$ cat src/rtl/alu_issue_pkg.sv
// Shared encodings for the ALU issue controller: ALU operation select,
// RV32I opcode constants and the controller state enum.
package alu_issue_pkg;

  typedef enum logic [3:0] {
    ALU_ADD = 4'd0,
    ALU_SUB = 4'd1,
    ALU_AND = 4'd2,
    ALU_OR  = 4'd3,
    ALU_XOR = 4'd4,
    ALU_SLL = 4'd5,
    ALU_SRL = 4'd6,
    ALU_SLT = 4'd7
  } alu_op_e;

  localparam logic [6:0] OPC_OP     = 7'b0110011;
  localparam logic [6:0] OPC_OP_IMM = 7'b0010011;
  localparam logic [6:0] OPC_BRANCH = 7'b1100011;

  typedef enum logic [1:0] {
    FETCH = 2'd0,
    EXEC  = 2'd1,
    TRAP  = 2'd2
  } state_e;

endpackage

$ cat src/rtl/alu_issue_ctrl_decode.sv
// Combinational RV32I subset decoder: OP, OP-IMM and BEQ/BNE; everything
// else is flagged illegal with the write enable held low.
module alu_issue_ctrl_decode
  import alu_issue_pkg::*;
#(
  parameter int Address_Width = 5,
  parameter int Data_Width    = 32
) (
  input  logic [31:0]              ir,
  output logic [Address_Width-1:0] rs1,
  output logic [Address_Width-1:0] rs2,
  output logic [Address_Width-1:0] rd,
  output logic                     we,
  output logic                     alu_src,
  output logic [Data_Width-1:0]    imm,
  output logic [3:0]               alu_ctrl,
  output logic                     is_branch,
  output logic                     is_bne,
  output logic                     illegal
);

  logic [6:0] w_opcode;
  logic [2:0] w_funct3;
  logic [6:0] w_funct7;
  logic       w_wb;

  assign w_opcode = ir[6:0];
  assign w_funct3 = ir[14:12];
  assign w_funct7 = ir[31:25];

  assign rs1 = ir[19:15];
  assign rs2 = ir[24:20];
  assign rd  = ir[11:7];

  always_comb begin
    w_wb      = 1'b0;
    alu_src   = 1'b0;
    imm       = '0;
    alu_ctrl  = ALU_ADD;
    is_branch = 1'b0;
    is_bne    = 1'b0;
    illegal   = 1'b1;
    case (w_opcode)
      OPC_OP: begin
        w_wb = 1'b1;
        if (w_funct7 == 7'b0000000) begin
          illegal = 1'b0;
          case (w_funct3)
            3'b000:  alu_ctrl = ALU_ADD;
            3'b111:  alu_ctrl = ALU_AND;
            3'b110:  alu_ctrl = ALU_OR;
            3'b100:  alu_ctrl = ALU_XOR;
            3'b001:  alu_ctrl = ALU_SLL;
            3'b101:  alu_ctrl = ALU_SRL;
            3'b010:  alu_ctrl = ALU_SLT;
            default: illegal  = 1'b1;
          endcase
        end else if (w_funct7 == 7'b0100000 && w_funct3 == 3'b000) begin
          illegal  = 1'b0;
          alu_ctrl = ALU_SUB;
        end
      end
      OPC_OP_IMM: begin
        w_wb    = 1'b1;
        alu_src = 1'b1;
        imm     = {{(Data_Width-12){ir[31]}}, ir[31:20]};
        illegal = 1'b0;
        case (w_funct3)
          3'b000: alu_ctrl = ALU_ADD;
          3'b111: alu_ctrl = ALU_AND;
          3'b110: alu_ctrl = ALU_OR;
          3'b100: alu_ctrl = ALU_XOR;
          3'b010: alu_ctrl = ALU_SLT;
          // Shifts take a zero-extended 5-bit shamt; SRAI (funct7 0100000) is not supported
          3'b001, 3'b101: begin
            alu_ctrl = (w_funct3 == 3'b001) ? ALU_SLL : ALU_SRL;
            imm      = {{(Data_Width-5){1'b0}}, ir[24:20]};
            illegal  = (w_funct7 != 7'b0000000);
          end
          default: illegal = 1'b1;
        endcase
      end
      OPC_BRANCH: begin
        alu_ctrl  = ALU_SUB;
        is_branch = 1'b1;
        is_bne    = (w_funct3 == 3'b001);
        illegal   = (w_funct3 != 3'b000) && (w_funct3 != 3'b001);
      end
      default: illegal = 1'b1;
    endcase
  end

  assign we = w_wb && !illegal && (rd != '0);

endmodule

$ cat src/rtl/alu_issue_ctrl.sv
// Multi-cycle issue controller: fetches one instruction word per FETCH/EXEC
// pair, drives the register-file/ALU controls in EXEC and updates pc/retired.
module alu_issue_ctrl
  import alu_issue_pkg::*;
#(
  parameter int Address_Width = 5,
  parameter int Data_Width    = 32,
  parameter int PC_Width      = 32
) (
  input  logic                     clk,
  input  logic                     rst_n,
  input  logic                     instr_valid,
  input  logic [31:0]              instr,
  output logic                     instr_ready,
  output logic [PC_Width-1:0]      pc,
  output logic [Address_Width-1:0] rs1,
  output logic [Address_Width-1:0] rs2,
  output logic [Address_Width-1:0] rd,
  output logic                     en,
  output logic                     ALUSrc,
  output logic [Data_Width-1:0]    ImmOp,
  output logic [3:0]               ALU_ctrl,
  input  logic                     eq,
  output logic                     trap,
  output logic [31:0]              retired
);

  state_e                r_state;
  logic [PC_Width-1:0]   r_pc;
  logic [31:0]           r_ir;
  logic [31:0]           r_retired;
  logic                  r_trap;

  logic [Address_Width-1:0] w_rs1, w_rs2, w_rd;
  logic                     w_we, w_alu_src, w_is_branch, w_is_bne, w_illegal;
  logic [Data_Width-1:0]    w_imm;
  logic [3:0]               w_alu_ctrl;
  logic                     w_exec, w_taken;
  logic [PC_Width-1:0]      w_br_off;

  alu_issue_ctrl_decode #(
    .Address_Width (Address_Width),
    .Data_Width    (Data_Width)
  ) u_decode (
    .ir        (r_ir),
    .rs1       (w_rs1),
    .rs2       (w_rs2),
    .rd        (w_rd),
    .we        (w_we),
    .alu_src   (w_alu_src),
    .imm       (w_imm),
    .alu_ctrl  (w_alu_ctrl),
    .is_branch (w_is_branch),
    .is_bne    (w_is_bne),
    .illegal   (w_illegal)
  );

  // Datapath controls are only live in EXEC; state is async-reset so en drops with rst_n
  assign w_exec      = (r_state == EXEC);
  assign instr_ready = rst_n && (r_state == FETCH);
  assign en          = w_exec && w_we;
  assign rs1         = w_exec ? w_rs1 : '0;
  assign rs2         = w_exec ? w_rs2 : '0;
  assign rd          = w_exec ? w_rd : '0;
  assign ALUSrc      = w_exec && w_alu_src;
  assign ImmOp       = w_exec ? w_imm : '0;
  assign ALU_ctrl    = w_exec ? w_alu_ctrl : ALU_ADD;

  assign pc      = r_pc;
  assign trap    = r_trap;
  assign retired = r_retired;

  assign w_taken  = w_is_branch && (w_is_bne ? !eq : eq);
  assign w_br_off = {{(PC_Width-13){r_ir[31]}}, r_ir[31], r_ir[7], r_ir[30:25], r_ir[11:8], 1'b0};

  always_ff @(posedge clk or negedge rst_n) begin
    if (!rst_n) begin
      r_state   <= FETCH;
      r_pc      <= '0;
      r_ir      <= '0;
      r_retired <= '0;
      r_trap    <= 1'b0;
    end else begin
      case (r_state)
        FETCH: begin
          if (instr_valid) begin
            r_ir    <= instr;
            r_state <= EXEC;
          end
        end
        EXEC: begin
          if (w_illegal) begin
            r_trap  <= 1'b1;
            r_state <= TRAP;
          end else begin
            r_pc      <= w_taken ? (r_pc + w_br_off) : (r_pc + PC_Width'(4));
            r_retired <= r_retired + 32'd1;
            r_state   <= FETCH;
          end
        end
        TRAP:    r_state <= TRAP;
        default: r_state <= TRAP;
      endcase
    end
  end

endmodule
$ cat config.mk
export PLATFORM = sky130hd
export DESIGN_NAME = alu_issue_ctrl
export DESIGN_NICKNAME = d
export VERILOG_FILES = /design/src/rtl/alu_issue_pkg.sv /design/src/rtl/alu_issue_ctrl_decode.sv /design/src/rtl/alu_issue_ctrl.sv
export SDC_FILE = /design/constraint.sdc
export NUM_CORES = 1
export LEC_CHECK = 0
export CAP_MARGIN = 20
export CORE_AREA = 3 3 132 102
export CTS_BUF_LIST = sky130_fd_sc_hd__clkbuf_4 sky130_fd_sc_hd__clkbuf_8
export CTS_CLUSTER_DIAMETER = 30
export DETAILED_ROUTE_END_ITERATION = 6
export DIE_AREA = 0 0 135 105
export PLACE_DENSITY = 0.85
export SYNTH_ARGS = -nofsm -noshare
export SYNTH_HDL_FRONTEND = slang
export SYNTH_SLANG_ARGS = --single-unit
$ cat constraint.sdc
create_clock -name clk -period 10.3 [get_ports clk]
set_input_delay 3.09 -clock clk [delete_from_list [all_inputs] [get_ports clk]]
set_output_delay 3.09 -clock clk [all_outputs]
set_load 0.01 [all_outputs]
==> flow_metrics.tcl, run 1 <==
set metrics [dict create \
    number_of_buffers_created_by_cts 9 \
    crit_fanout 21 \
    number_of_antenna_violations_at_the_first_check_in_global_routing 0 \
    maxClockFrequency_mhz 129 \
    chipHeight_um 105 \
    clock_tree_from_tritoncts "done" \
    syn2layout_area_growth_pct 25.3 \
    peakVddDrop_v 0.000111 \
    layout.cells.most_common_list "sky130_fd_sc_hd__clkdlybuf4s50_1, sky130_fd_sc_hd__dfrtp_1, sky130_fd_sc_hd__nand2_1" \
    whs_path_depth 1 \
    worst_skew_pair.late_latency_ns 0.37 \
    route.final.wire_length_mm 17.9 \
    power.switching_fraction_pct 40.5 \
    complex_gate_fraction_of_the_synthesized_area_pct 17.3 \
    final-max-slew-violation-count 0 \
    floorplan.die.width_um 135 \
    timing.hold.ws_ns 0.476 \
    regArea_um2 2450 \
    required_ns 7.21 \
    grt_max_degree 52 \
    fin_total_pwr_mw 1.34 \
    yosys.cell_types.count 64 \
    clock_pin_slew_on_the_worst_setup_and_hold_paths_ns 0.10 \
    portBuffers 152 \
    remaining_overflow_grt 0 \
    slew_headroom_pct 26.4 \
    htree_levels 3 \
    number_of_instances_in_the_synthesized_netlist 761 \
    worst_slew_pin_slew_ns 1.10 \
    n_fill_cell 955 \
    design.core.area_um2 12200 \
    crit_chain "nor4bb_1 > nand2_1 > nor3b_1 > a21boi_0 > and2_1 > clkdlybuf4s50_1" \
    first_iter_violations 560 \
    post_layout_nonfiller_instances 1054 \
    via_per_inst 5.90 \
    post_synth_xor_xnor_area_pct 7.32 \
    synth_top_area_share_pct 36.6 \
    async_set_or_reset_flop_fraction_in_the_synthesized_netlist_pct 100 \
    dr.pass1.iters 5 \
    switching_power_uw 543 \
    drive_gt1_share_pct 7.88 \
    start_kind "register" \
    cts_hold_buf 0 \
    logic_pwr_share_pct 43.2 \
    placementRows 35 \
    critical_path.reg2reg.endpoint "pc[29]" \
    cts.root.buffer_cell "sky130_fd_sc_hd__clkbuf_8" \
    yosysWarningCount 0 \
    critPathBufInv 1 \
    gpl.final_weighted_congestion 0.900 \
    clock_path_buffers 2 \
    first_global_vias 5632 \
    drtAntennaViolNets 0 \
    dpl.cell_count 1038 \
    worst_path_max_delay_cell "sky130_fd_sc_hd__a21boi_0" \
    timing_hold_violations_final 0 \
    start_util_pct 54.8 \
    pre_cts_ws_ns 2.75 \
    drc 0 \
    timing.final.setup_violations 0 \
    setup_tns_after_final_layout_ns 0 \
    timing.critical_path.to_type "output pin" \
    synthesis.area_um2 6700 \
    grtUsageTotal_pct 24.9 \
    grt_pass1_wl_mm 29.0 \
    power.density_nw_per_um2 160 \
    worst_hold_path.endpoint "pc[31]" \
    r2r_start "r_state[1]" \
    finalCritPeriodShare_pct 75.2 \
    timing.hold.worst.start "pc[31]" \
    antenna-diode-count 0 \
    p_leak_nw 3.39 \
    main_combinational_cell_family_by_area_after_synthesis "simple AND/OR/NAND/NOR gates" \
    synthAdderAreaFrac_pct 6.28 \
    hold_class "reg2reg" \
    postLayoutSetupSlackWorst_ns 2.56 \
    synth_simple_gate_area_share_pct 22.8 \
    detailroute.via_count 6222 \
    post-route-min-period_ns 7.74 \
    post_cts.resized_instances 0 \
    run_status "complete, no violations" \
    synth-seq-cells 98 \
    clock-sinks 98 \
    synth.mux.area_fraction_pct 4.71 \
    fin_nets 952 \
    post_synth.cell_area_avg_um2 8.80 \
    p_int_uw 797 \
    mostFrequentLayoutCell "sky130_fd_sc_hd__clkdlybuf4s50_1" \
    ys_seq_area_share_pct 36.6 \
    worst_path_top_cell_family_by_delay "simple AND/OR/NAND/NOR gates" \
    fin_worst_skew_ns 0.00923 \
    crit_type "reg2out" \
    postSynth.topFlopCell "sky130_fd_sc_hd__dfrtp_1" \
    sequentialPowerShare_pct 38.8 \
    synth_top_area_cell "sky130_fd_sc_hd__dfrtp_1" \
    boundaryPins 155 \
    hpwl_detailed_mm 13.4 \
    timing.max_cap.violations 0 \
    avgRoutedWirePerCell_um 17.0 \
    synth.top_cells.by_area "sky130_fd_sc_hd__dfrtp_1, sky130_fd_sc_hd__ha_1, sky130_fd_sc_hd__xnor2_1, sky130_fd_sc_hd__a21oi_1, sky130_fd_sc_hd__nand2_1" \
    floorplan.die_area_um2 14200 \
    rsz0062_at_grt "no" \
    pwr-share-clk_pct 18.0 \
    reg2reg_setup_slack_ns 6.58 \
    timing.reg2reg.worst_path_depth 6 \
    area_taken_by_multi_input_logic_gates_um2 3930 \
    post-cts-setup-buffer-count 0 \
    synth_enable_flop_cells 0 \
    endpoint_arrival_time_on_the_critical_path_ns 4.65 \
    critical-path-max-stage-delay_ns 0.89 \
]
## through the flow
step	util [%]	cell area, um2
2_1_floorplan	-	6700
3_3_place_gp	67.2	8210
3_5_place_dp	67.2	8210
4_1_cts	68.7	8390
5_1_grt	68.7	8390
6_report	68.7	8390
## layer usage
layer  track usage (%)  up-vias  wire [um]
met5                 0        -          0
met4              6.04        0        213
met3              4.72       19       1550
met2              35.9      291       7870
met1              38.5     2928       8250
li1                  -     2984          -
## logic make-up after synthesis
family / after synthesis
compound gates: 189
xor+xnor: 56
fa+ha+maj: 33
buf+inv: 62
flops: 98
mux: 28
other cells: 1
simple gates: 294
## worst max path at each step
| stage | startpoint | end | slack, ns | cells past startpoint |
|---|---|---|---|---|
| 2_1_floorplan | rst_n | instr_ready | 3.81 | 1 |
| 3_3_place_gp | rst_n | instr_ready | 2.74 | 3 |
| 3_5_place_dp | rst_n | instr_ready | 2.75 | 3 |
| 4_1_cts | r_ir[3] | ImmOp[13] | 2.57 | 6 |
| 5_1_grt | r_ir[3] | ImmOp[13] | 2.18 | 6 |
| 6_report | r_ir[3] | ImmOp[13] | 2.56 | 6 |
## power groups by stage
stage | sequential (mW) | combinational [mW] | clock [mW]
floorplan | 0.506 | 0.434 | 0
global route | 0.530 | 0.637 | 0.262
finish | 0.520 | 0.579 | 0.242
global placement | 0.524 | 0.555 | 0
detailed placement | 0.527 | 0.563 | 0
CTS | 0.519 | 0.567 | 0.247
## cell type report
type | count | share of cell area [%]
clock inverter | 7 | 0.716
clock buffer | 9 | 1.48
multi-input combinational | 602 | 46.8
tap | 166 | 2.48
timing repair buffer | 159 | 18.7
inverter | 13 | 0.581
sequential | 98 | 29.2
## Yosys cell counts, types with 5 or more instances
master / n
sky130_fd_sc_hd__a211oi_1: 9
sky130_fd_sc_hd__a21o_1: 13
sky130_fd_sc_hd__a21oi_1: 65
sky130_fd_sc_hd__a31oi_1: 7
sky130_fd_sc_hd__and2_1: 32
sky130_fd_sc_hd__and3_1: 17
sky130_fd_sc_hd__and4_1: 5
sky130_fd_sc_hd__buf_4: 22
sky130_fd_sc_hd__clkbuf_1: 24
sky130_fd_sc_hd__dfrtp_1: 98
sky130_fd_sc_hd__ha_1: 32
sky130_fd_sc_hd__inv_1: 13
sky130_fd_sc_hd__mux2_2: 28
sky130_fd_sc_hd__nand2_1: 85
sky130_fd_sc_hd__nand2b_1: 8
sky130_fd_sc_hd__nand3_1: 36
sky130_fd_sc_hd__nand4_1: 12
sky130_fd_sc_hd__nor2_1: 44
sky130_fd_sc_hd__nor3_1: 18
sky130_fd_sc_hd__nor4_1: 6
sky130_fd_sc_hd__o21ai_0: 47
sky130_fd_sc_hd__o22ai_1: 8
sky130_fd_sc_hd__xnor2_1: 39
sky130_fd_sc_hd__xor2_1: 17
## flip-flops by register name, indices dropped and copies added, names as in the netlist
register,flops
r_ir,32
retired,32
pc,31
r_state,2
trap,1
Power figures use the tool's default switching activity.
==> run 2: changes to the inputs <==
CORE_AREA = 3 3 136 105   (was 3 3 132 102)
DIE_AREA = 0 0 139 108   (was 0 0 135 105)
PLACE_DENSITY = 0.81   (was 0.85)
clock period = 7.2 ns   (was 10.3 ns; I/O delays follow)
==> run 2 against run 1 <==
Utilization is 3.6 points lower. Combinational power is 44% higher. Clock-buffer cell count stayed put. Largest cell class unchanged. Sequential power is 43% higher. Hold slack better by 0.0041 ns. Global-route usage is 0.32 points lower. Highest routed layer unchanged. Sequential cell count stayed put.
==> flow_metrics.tcl, run 2 (synthesis gave the netlist of run 1 again) <==
set metrics [dict create \
    endpoint_arrival_time_on_the_critical_path_ns 3.96 \
    p_leak_nw 3.43 \
    rsz0062_at_grt "no" \
    timing.critical_path.to_type "output pin" \
    dpl.cell_count 1046 \
    worst_path_max_delay_cell "sky130_fd_sc_hd__nor3b_1" \
    required_ns 5.04 \
    gr-usage-met2_pct 38.8 \
    placementRows 36 \
    groute.layer.met3.usage_pct 5.26 \
    timing.final.setup_violations 0 \
    run_status "complete, no violations" \
    detailroute.via_count 6168 \
    maxClockFrequency_mhz 163 \
    power.density_nw_per_um2 232 \
    number_of_buffers_created_by_cts 9 \
    clock-sinks 98 \
    chipHeight_um 108 \
    first_global_vias 5875 \
    floorplan.die.width_um 139 \
    clock_pin_slew_on_the_worst_setup_and_hold_paths_ns 0.11 \
    timing.max_cap.violations 0 \
    post-route-min-period_ns 6.12 \
    remaining_overflow_grt 0 \
    start_util_pct 51.6 \
    fin_nets 955 \
    drive_gt1_share_pct 8.19 \
    antenna-diode-count 0 \
    layout.cells.most_common_list "sky130_fd_sc_hd__clkdlybuf4s50_1, sky130_fd_sc_hd__dfrtp_1, sky130_fd_sc_hd__nand2_1" \
    hpwl_detailed_mm 13.8 \
    slew_headroom_pct 35.7 \
    grt_pass1_wl_mm 30.1 \
    drc 0 \
    timing.hold.ws_ns 0.480 \
    syn2layout_area_growth_pct 26.1 \
    dr.pass1.iters 5 \
    critical-path-max-stage-delay_ns 0.70 \
    crit_chain "nor4bb_1 > nand2_1 > nor3b_1 > a21boi_0 > buf_4 > and2_1 > clkdlybuf4s50_1" \
    first_iter_violations 524 \
    portBuffers 152 \
    clock_path_buffers 2 \
    worst_slew_pin_slew_ns 0.957 \
    peakVddDrop_v 0.000138 \
    timing_hold_violations_final 0 \
    cts.root.buffer_cell "sky130_fd_sc_hd__clkbuf_8" \
    crit_type "reg2out" \
    boundaryPins 155 \
    grtUsageTotal_pct 24.6 \
    hold_class "reg2reg" \
    number_of_antenna_violations_at_the_first_check_in_global_routing 0 \
    fin_worst_skew_ns 0.0134 \
    post-cts-setup-buffer-count 0 \
    global_route_hottest_layer "met2" \
    worst_skew_pair.late_latency_ns 0.38 \
    gr-usage-met1_pct 35.3 \
    htree_levels 3 \
    route.final.wire_length_mm 18.6 \
    via_per_inst 5.81 \
    mostFrequentLayoutCell "sky130_fd_sc_hd__clkdlybuf4s50_1" \
    clock_tree_from_tritoncts "done" \
    cts_hold_buf 0 \
    setup_tns_after_final_layout_ns 0 \
    floorplan.die_area_um2 15000 \
    avgRoutedWirePerCell_um 17.6 \
    design.core.area_um2 13000 \
    crit_fanout 21 \
    final-max-slew-violation-count 0 \
    post_cts.resized_instances 0 \
    gpl.final_weighted_congestion 0.919 \
    grt_max_degree 54 \
    start_kind "register" \
    finalCritPeriodShare_pct 85.0 \
    drtAntennaViolNets 0 \
    post_layout_nonfiller_instances 1062 \
]
run 2: changes by cell type in the layout (fill, tap and decap cells not counted):
cell	previous run	this run
sky130_fd_sc_hd__buf_4	8	11
sky130_fd_sc_hd__clkinvlp_4	2	0
sky130_fd_sc_hd__inv_6	1	3
sky130_fd_sc_hd__bufinv_16	0	1
sky130_fd_sc_hd__inv_8	2	1
run 2: layout make-up:
type / count / area (um2)
clock buffers: 9 / 124
fillers: 1108 / 4530
inverters: 13 / 48.8
clock inverters: 7 / 81.3
repair buffers: 162 / 1590
well taps: 171 / 214
multi-input cells: 602 / 3930
flip-flops and latches: 98 / 2450
run 2: worst max-delay path, delay by kind of cell, from the launching register on:
family                 cells  cell delay [ns]
AND/OR/NAND/NOR            4             2.12
flip-flops                 1             0.39
AO/OA/AOI/OAI              1             0.25
buffers and inverters      2             0.85
run 2: final timing paths:
check / depth (start not counted) / slack, ns / startpoint / to
setup reg to reg: 8 / 3.58 / r_ir[28] / retired[29]
max in group asynchronous: 3 / 4.21 / rst_n / pc[6]
hold reg to reg: 1 / 0.48 / trap / trap
setup / recovery: 7 / 1.08 / r_ir[3] / ImmOp[17]
min in group asynchronous: 2 / 1.93 / rst_n / retired[25]
hold / removal: 1 / 0.48 / trap / trap
run 2: metal layers:
metal	up-vias	share of wire (%)
li1	2981	-
met1	2919	47
met2	248	45
met3	20	7.6
met4	0	0.94
met5	-	0
run 2: report_power, final:
group          internal, mW  switching (mW)  total (mW)
logic                 0.365           0.466       0.832
clock network         0.167           0.219       0.386
registers             0.644          0.0995       0.744
total                  1.18           0.785        1.96
run 2: metrics by stage:
| stage | cell area (um2) | util (%) | setup slack, ns | power (mW) |
|---|---|---|---|---|
| final | 8440 | 65.1 | 1.08 | 1.96 |
| after global routing | 8440 | 65.1 | 0.649 | 2.09 |
| after CTS | 8440 | 65.1 | 1.07 | 1.96 |
| after detailed placement | 8240 | 63.5 | 1.49 | 1.56 |
| after global placement | 8240 | 63.5 | 1.62 | 1.55 |
| after floorplan | 6700 | - | 2.28 | 1.34 |
